$ cat src/rtl/piece_move_ctrl_if.sv
// -----------------------------------------------------------------------------
// piece_move_ctrl_if
// Probe bus between the piece move controller and the shared collision checker.
//
// Signals
//   chk_x     candidate column presented to the checker
//   chk_y     candidate row presented to the checker
//   chk_valid 1-cycle strobe: chk_x/chk_y carry a new probe
//   collision checker answer, valid a fixed latency after chk_valid
//
// Handshake: chk_valid is a single-cycle strobe with no back-pressure. The
// checker must accept every strobe and return its answer on collision exactly
// CHECK_LAT cycles later. chk_x/chk_y hold their value between strobes.
//
// Modports
//   master  the controller (drives the probe, reads the answer)
//   slave   the checker (reads the probe, drives the answer)
// -----------------------------------------------------------------------------
interface piece_move_ctrl_if #(
    parameter int POS_W = 9
);
    logic [POS_W-1:0] chk_x;
    logic [POS_W-1:0] chk_y;
    logic             chk_valid;
    logic             collision;

    modport master (output chk_x, output chk_y, output chk_valid, input collision);
    modport slave  (input chk_x, input chk_y, input chk_valid, output collision);
endinterface

$ cat src/rtl/piece_move_ctrl.sv
// -----------------------------------------------------------------------------
// piece_move_ctrl
// Sequences every move of the falling piece through one shared collision
// checker: latches left/right/down/gravity requests, arbitrates them, issues
// one candidate probe at a time, then commits, rejects or locks the piece.
// After a lock the piece respawns; a blocked spawn ends the game.
//
// Optional feature: define HARD_DROP_EN to add btn_drop and the DROP state,
// which probes downward back-to-back until collision or floor, then locks.
//
// Ports
//   clock, resetn   clock, asynchronous active-low reset
//   start           pulse: leave IDLE/OVER and spawn a piece
//   btn_left/right  pulse: request x-1 / x+1
//   btn_down        pulse: soft drop request y+1
//   grav_tick       pulse: gravity request y+1 (coalesces with btn_down)
//   btn_drop        pulse: hard drop (HARD_DROP_EN only)
//   chk             probe bus to the collision checker (master side)
//   piece_x/y       committed piece position
//   lock            1-cycle pulse: piece fixed at piece_x/piece_y
//   busy            high while spawning, probing or locking
//   game_over       high in OVER until start
//   dbg_state       current FSM state, for observation only
// -----------------------------------------------------------------------------
module piece_move_ctrl #(
    parameter int GRID_W    = 10,
    parameter int GRID_H    = 20,
    parameter int POS_W     = 9,
    parameter int CHECK_LAT = 1,
    parameter int SPAWN_X   = 4,
    parameter int SPAWN_Y   = 0
) (
    input  logic             clock,
    input  logic             resetn,
    input  logic             start,
    input  logic             btn_left,
    input  logic             btn_right,
    input  logic             btn_down,
    input  logic             grav_tick,
`ifdef HARD_DROP_EN
    input  logic             btn_drop,
`endif
    piece_move_ctrl_if.master chk,
    output logic [POS_W-1:0] piece_x,
    output logic [POS_W-1:0] piece_y,
    output logic             lock,
    output logic             busy,
    output logic             game_over,
    output logic [2:0]       dbg_state
);
    localparam logic [2:0] S_IDLE  = 3'd0;
    localparam logic [2:0] S_SPAWN = 3'd1;
    localparam logic [2:0] S_READY = 3'd2;
    localparam logic [2:0] S_WAIT  = 3'd3;
    localparam logic [2:0] S_LOCK  = 3'd4;
    localparam logic [2:0] S_OVER  = 3'd5;
`ifdef HARD_DROP_EN
    localparam logic [2:0] S_DROP  = 3'd6;
    localparam logic [2:0] OP_DROP = 3'd4;
`endif

    // What the outstanding probe was for, so WAIT knows how to apply it.
    localparam logic [2:0] OP_SPAWN = 3'd0;
    localparam logic [2:0] OP_LEFT  = 3'd1;
    localparam logic [2:0] OP_RIGHT = 3'd2;
    localparam logic [2:0] OP_DOWN  = 3'd3;

    localparam logic [POS_W-1:0] X_MAX = POS_W'(GRID_W - 1);
    localparam logic [POS_W-1:0] Y_MAX = POS_W'(GRID_H - 1);
    localparam logic [POS_W-1:0] SPN_X = POS_W'(SPAWN_X);
    localparam logic [POS_W-1:0] SPN_Y = POS_W'(SPAWN_Y);
    localparam logic [POS_W-1:0] ONE   = POS_W'(1);
    localparam logic [2:0]       LAT_C = 3'(CHECK_LAT);

    logic [2:0]       state, state_nx;
    logic [2:0]       op, prb_op;
    logic [2:0]       cnt;
    logic             pend_l, pend_r, pend_d;
    logic             eff_l, eff_r, eff_d, in_play;
    logic             clr_l, clr_r, clr_d;
    logic             prb_go, commit_x, commit_y, load_spawn;
    logic [POS_W-1:0] prb_x, prb_y;
`ifdef HARD_DROP_EN
    logic             pend_h, eff_h, clr_h;
`endif

    // Requests are folded into the flags combinationally so a pulse seen by
    // READY is serviced in the same cycle (probe strobes the next cycle).
    assign in_play = (state != S_IDLE) && (state != S_OVER);
    assign eff_l   = pend_l | (in_play & btn_left);
    assign eff_r   = pend_r | (in_play & btn_right);
    assign eff_d   = pend_d | (in_play & (btn_down | grav_tick));
`ifdef HARD_DROP_EN
    assign eff_h   = pend_h | (in_play & btn_drop);
`endif

    always_comb begin
        state_nx   = state;
        prb_go     = 1'b0;
        prb_x      = piece_x;
        prb_y      = piece_y;
        prb_op     = OP_SPAWN;
        clr_l      = 1'b0;
        clr_r      = 1'b0;
        clr_d      = 1'b0;
        commit_x   = 1'b0;
        commit_y   = 1'b0;
        load_spawn = 1'b0;
`ifdef HARD_DROP_EN
        clr_h      = 1'b0;
`endif
        case (state)
            S_IDLE, S_OVER: begin
                if (start) state_nx = S_SPAWN;
            end
            S_SPAWN: begin
                prb_go = 1'b1;
                prb_x  = SPN_X;
                prb_y  = SPN_Y;
                prb_op = OP_SPAWN;
            end
            S_READY: begin
`ifdef HARD_DROP_EN
                if (eff_h) begin
                    {clr_h, clr_l, clr_r, clr_d} = 4'b1111;
                    state_nx = S_DROP;
                end else
`endif
                if (eff_l && eff_r) begin
                    // Opposing requests cancel each other.
                    clr_l = 1'b1;
                    clr_r = 1'b1;
                end else if (eff_l) begin
                    clr_l = 1'b1;
                    if (piece_x != '0) begin
                        prb_go = 1'b1;
                        prb_x  = piece_x - ONE;
                        prb_op = OP_LEFT;
                    end
                end else if (eff_r) begin
                    clr_r = 1'b1;
                    if (piece_x != X_MAX) begin
                        prb_go = 1'b1;
                        prb_x  = piece_x + ONE;
                        prb_op = OP_RIGHT;
                    end
                end else if (eff_d) begin
                    clr_d = 1'b1;
                    if (piece_y == Y_MAX) begin
                        state_nx = S_LOCK;      // on the floor: no probe needed
                    end else begin
                        prb_go = 1'b1;
                        prb_y  = piece_y + ONE;
                        prb_op = OP_DOWN;
                    end
                end
            end
            S_WAIT: begin
                if (cnt == LAT_C) begin
                    case (op)
                        OP_SPAWN: begin
                            if (chk.collision) state_nx = S_OVER;
                            else begin
                                load_spawn = 1'b1;
                                state_nx   = S_READY;
                            end
                        end
                        OP_LEFT, OP_RIGHT: begin
                            commit_x = ~chk.collision;
                            state_nx = S_READY;
                        end
                        OP_DOWN: begin
                            commit_y = ~chk.collision;
                            state_nx = chk.collision ? S_LOCK : S_READY;
                        end
`ifdef HARD_DROP_EN
                        OP_DROP: begin
                            commit_y = ~chk.collision;
                            state_nx = chk.collision ? S_LOCK : S_DROP;
                        end
`endif
                        default: state_nx = S_READY;
                    endcase
                end
            end
            S_LOCK: begin
                clr_d    = 1'b1;
                state_nx = S_SPAWN;
            end
`ifdef HARD_DROP_EN
            S_DROP: begin
                if (piece_y == Y_MAX) begin
                    state_nx = S_LOCK;
                end else begin
                    prb_go = 1'b1;
                    prb_y  = piece_y + ONE;
                    prb_op = OP_DROP;
                end
            end
`endif
            default: state_nx = S_IDLE;
        endcase
        if (prb_go) state_nx = S_WAIT;
    end

    always_ff @(posedge clock or negedge resetn) begin
        if (!resetn) begin
            state         <= S_IDLE;
            op            <= OP_SPAWN;
            cnt           <= '0;
            pend_l        <= 1'b0;
            pend_r        <= 1'b0;
            pend_d        <= 1'b0;
`ifdef HARD_DROP_EN
            pend_h        <= 1'b0;
`endif
            chk.chk_x     <= '0;
            chk.chk_y     <= '0;
            chk.chk_valid <= 1'b0;
            piece_x       <= SPN_X;
            piece_y       <= SPN_Y;
        end else begin
            state         <= state_nx;
            chk.chk_valid <= prb_go;
            if (prb_go) begin
                chk.chk_x <= prb_x;
                chk.chk_y <= prb_y;
                op        <= prb_op;
                cnt       <= '0;
            end else if (state == S_WAIT) begin
                cnt <= cnt + 3'd1;
            end
            // Flags stay clear outside play, including the cycle we enter OVER.
            if (!in_play || state_nx == S_OVER) begin
                pend_l <= 1'b0;
                pend_r <= 1'b0;
                pend_d <= 1'b0;
`ifdef HARD_DROP_EN
                pend_h <= 1'b0;
`endif
            end else begin
                pend_l <= eff_l & ~clr_l;
                pend_r <= eff_r & ~clr_r;
                pend_d <= eff_d & ~clr_d;
`ifdef HARD_DROP_EN
                pend_h <= eff_h & ~clr_h;
`endif
            end
            // The probe registers still hold the candidate while WAIT resolves.
            if (load_spawn) begin
                piece_x <= SPN_X;
                piece_y <= SPN_Y;
            end
            if (commit_x) piece_x <= chk.chk_x;
            if (commit_y) piece_y <= chk.chk_y;
        end
    end

    assign busy      = (state == S_SPAWN) || (state == S_WAIT) || (state == S_LOCK)
`ifdef HARD_DROP_EN
                       || (state == S_DROP)
`endif
                       ;
    assign lock      = (state == S_LOCK);
    assign game_over = (state == S_OVER);
    assign dbg_state = state;
endmodule

$ cat src/flat_wrapper.sv
// flat-port wrapper written by rule: the top's interface ports become plain ports
module piece_move_ctrl_flat 
#(
    parameter int GRID_W    = 10,
    parameter int GRID_H    = 20,
    parameter int POS_W     = 9,
    parameter int CHECK_LAT = 1,
    parameter int SPAWN_X   = 4,
    parameter int SPAWN_Y   = 0
)
  (clock, resetn, start, btn_left, btn_right, btn_down, grav_tick, piece_x, piece_y, lock, busy, game_over, dbg_state, chk_chk_x, chk_chk_y, chk_chk_valid, chk_collision);
  piece_move_ctrl_if #(.POS_W(POS_W)) chk_i ();
  input  logic clock;
  input  logic resetn;
  input  logic start;
  input  logic btn_left;
  input  logic btn_right;
  input  logic btn_down;
  input  logic grav_tick;
  output logic [POS_W-1:0] piece_x;
  output logic [POS_W-1:0] piece_y;
  output logic lock;
  output logic busy;
  output logic game_over;
  output logic [2:0] dbg_state;
  output wire logic [$bits(chk_i.chk_x)-1:0] chk_chk_x;
  output wire logic [$bits(chk_i.chk_y)-1:0] chk_chk_y;
  output wire logic [$bits(chk_i.chk_valid)-1:0] chk_chk_valid;
  input wire logic [$bits(chk_i.collision)-1:0] chk_collision;
  assign chk_chk_x = chk_i.chk_x;
  assign chk_chk_y = chk_i.chk_y;
  assign chk_chk_valid = chk_i.chk_valid;
  assign chk_i.collision = chk_collision;
  piece_move_ctrl #(.GRID_W(GRID_W), .GRID_H(GRID_H), .POS_W(POS_W), .CHECK_LAT(CHECK_LAT), .SPAWN_X(SPAWN_X), .SPAWN_Y(SPAWN_Y)) u_core (.clock(clock), .resetn(resetn), .start(start), .btn_left(btn_left), .btn_right(btn_right), .btn_down(btn_down), .grav_tick(grav_tick), .chk(chk_i), .piece_x(piece_x), .piece_y(piece_y), .lock(lock), .busy(busy), .game_over(game_over), .dbg_state(dbg_state));
endmodule
$ cat config.mk
export PLATFORM = sky130hd
export DESIGN_NAME = piece_move_ctrl_flat
export DESIGN_NICKNAME = d
export VERILOG_FILES = /design/src/rtl/piece_move_ctrl_if.sv /design/src/rtl/piece_move_ctrl.sv /design/src/flat_wrapper.sv
export SDC_FILE = /design/constraint.sdc
export NUM_CORES = 1
export LEC_CHECK = 0
export CORE_ASPECT_RATIO = 0.7
export CORE_MARGIN = 2
export CORE_UTILIZATION = 40
export DETAILED_ROUTE_END_ITERATION = 6
export PLACE_DENSITY_LB_ADDON = 0.15
export SYNTH_ARGS = -nofsm -noshare
export SYNTH_HDL_FRONTEND = slang
export SYNTH_SLANG_ARGS = --single-unit
$ cat constraint.sdc
create_clock -name clock -period 3.2 [get_ports clock]
set_clock_uncertainty 0.05 [all_clocks]
set_input_delay 0.48 -clock clock [delete_from_list [all_inputs] [get_ports clock]]
set_output_delay 0.48 -clock clock [all_outputs]
set_load 0.02 [all_outputs]
==> flow_summary.toml <==
[logic_synthesis]
seq_area_frac_synth = 0.433
yosysTopAreaCell = "dfrtp_1"
ys_top_cells_by_count = "dfrtp_1 (47), nand2_1 (29), nor2_1 (22)"
synth_most_common_cell = "dfrtp_1"
synth.cell_area_mm2 = 0.00278
synth_cell_types = 51
synthArstFlopShare = 1.00
synthesis.nets = 305
synth_top_area_frac = 0.424
ys_top_cells_by_area = "dfrtp_1 (42%), a22o_1 (5.4%), nand2_1 (3.9%)"
yosysWarnings = 0
synthCells = 289
syn_area_per_cell_um2 = 9.61
ys.flop_type = "dfrtp_1"
synth_seq_cells = 48
synth_edf_count = 0

[power_and_ir_drop]
p_total_mw = 2.44
peakVddDrop_uv = 381
powerDensity_mw_per_mm2 = 700
p_leak_nw = 1.48

[route]
routedWlPerCell_um = 16.5
viasPerCell = 5.51
ant_nets = 0
num_vias = 2393
drc = 0
drt-initial-drc-count = 146
drt-total-wl_um = 7160
drt_pass1_iterations = 4

[clock_tree]
cts_max_path_buffers = 2
cts_made_buffers = 5
cts_tree = "yes"
cts-resized-gates = 0
cts_num_sinks = 48
root_buffer = "clkbuf_8"
cts.clk_slew.worst_paths_ns = 0.09
cts.htree.levels = 2
cts-hold-fix-buffers = 0
post-cts-setup-buffers = 0
worstSkewPairLatency_ns = 0.30

[sta]
hold_viol = 0
period_share = 0.817
rsz0062_at_grt = "false"
setup_violations = 0
whs_ns = 0.341
max_freq_ghz = 0.383
maxSlewHeadroom = 0.261
fin_tns_setup_ns = 0
worst_pin_slew_ns = 1.11
fin_crit_ns = 2.61
drv_slew = 0

[global_route]
grt_usage = 0.192
antenna_found_initial = 0
grt_max_degree = 49
grt_overflow = 0
grt_pass1_wl_um = 11500
grt_pass1_vias = 2185

[final_layout]
multiInputGateArea_mm2 = 0.00147
fin_area_mm2 = 0.00349
layout-drive-gt1-share = 0.0941
final_nets = 355
antenna_cells = 0
utilization = 0.518
regArea_mm2 = 0.00120
fillers = 621
syn2layout_area_growth_pct = 25.6

[placed_design]
io_buffer_count = 50
hpwl_um = 5200
place_area_mm2 = 0.00338
place_congestion = 0.834

[setup_path]
startpoint_type = "flop"
crit_type = "reg -> reg"
slowest_stage = "o31ai_2"
required_ns = 3.34
slowest_delay_ns = 0.58
worst_setup_path_end_kind = "flop"
crit_chain = "nand2b_1 > a31oi_1 > o31ai_2 > o32ai_4 > buf_4 > o41ai_1"
cp.arrival_ns = 2.75
cp_max_fo = 17

[die]
core_area_mm2 = 0.00673
die_y_um = 73.7
design.die.area_mm2 = 0.00763
die_w_um = 104
initial_core_util = 0.413
io_pins = 51
rows = 25

[min_path]
hold_class = "in -> async"

[job]
cap_viol_max_count = 0

[run_status]
outcome = "complete, no violations"
[critical path: cells and delay by family (launching register included)]
family,cells,cell delay (ns)
AND/OR/NAND/NOR,1,0.25
flip-flops,1,0.54
AO/OA/AOI/OAI,4,1.42
buffers and inverters,1,0.25
[layer usage]
metal,part of all wire,global-route usage,up-vias
li1,-,-,1171
met1,0.52,0.292,1158
met2,0.42,0.291,60
met3,0.050,0.0346,4
met4,0.0045,0.0315,0
met5,0,0,-
[placed cells by master (no fill, tap or decap), types with 2 or more instances in the layout]
cell type / count
a211oi_1: 2
a21oi_1: 7
a22o_1: 17
a22oi_1: 2
a31o_2: 2
a31oi_1: 4
and2_1: 4
and3_1: 7
buf_4: 7
clkbuf_1: 2
clkbuf_8: 5
clkdlybuf4s50_1: 49
dfrtp_1: 47
ha_1: 8
inv_1: 10
mux2_2: 3
mux2_4: 4
mux2i_1: 5
nand2_1: 29
nand2b_1: 5
nand3_1: 14
nand4_1: 4
nor2_1: 22
nor2b_1: 5
nor3_1: 7
nor3b_1: 2
nor4_1: 6
nor4_4: 2
o211ai_1: 6
o21ai_0: 16
o21ai_1: 2
o311ai_0: 2
o31a_1: 2
o31ai_1: 5
or3_1: 3
xor2_1: 5
[cell families after synthesis]
| kind of cell | share of synthesized area |
|---|---|
| muxes | 0.0518 |
| buffers and inverters | 0.0383 |
| xor gates and xnor gates | 0.0158 |
| adders and majority gates | 0.0361 |
| AOI/OAI and AO/OA | 0.201 |
| and+or+nand+nor | 0.224 |
| DFF | 0.433 |
[layout make-up]
type                       count  area share
tap                           94      0.0337
clock inverter                 1     0.00861
clock buffer                   7      0.0219
multi-input combinational    216       0.421
timing repair buffer          57       0.157
sequential                    48       0.345
inverter                      11      0.0126
[metrics by stage]
| stage | cells | worst slack (ns) |
|---|---|---|
| floorplan | 289 | 0.708 |
| global placement | 426 | 0.489 |
| detailed placement | 426 | 0.473 |
| CTS | 434 | 0.608 |
| global route | 434 | 0.332 |
| finish | 434 | 0.587 |
[worst paths after layout]
| kind | slack, ns | to | cells after the start | startpoint |
|---|---|---|---|---|
| max | 0.59 | u_core.chk.chk_x[8] | 6 | u_core.dbg_state[2] |
| max in group asynchronous | 2.08 | u_core.op[0] | 1 | resetn |
| max reg2reg | 0.59 | u_core.chk.chk_x[8] | 6 | u_core.dbg_state[2] |
| min reg2reg | 0.46 | u_core.chk.chk_x[5] | 2 | u_core.chk.chk_x[5] |
| min | 0.34 | u_core.piece_x[5] | 1 | resetn |
| min in group clock | 0.46 | u_core.chk.chk_x[5] | 2 | u_core.chk.chk_x[5] |
[registers in the layout (all words and copies together), names as in the netlist]
name and count:
u_core.op 2, u_core.dbg_state 3, u_core.chk.chk_x 9, u_core.pend_l 1
u_core.piece_y 9, u_core.pend_r 1, u_core.cnt 3, u_core.chk.chk_y 9
u_core.pend_d 1, u_core.piece_x 9, u_core.chk.chk_valid 1
[report_power, final]
group | internal (mW) | switching [mW] | leakage, nW
Sequential | 0.722 | 0.146 | 0.635
Clock | 0.234 | 0.201 | 0.0524
Combinational | 0.448 | 0.686 | 0.793
Total | 1.40 | 1.03 | 1.48
Power figures use the tool's default switching activity.
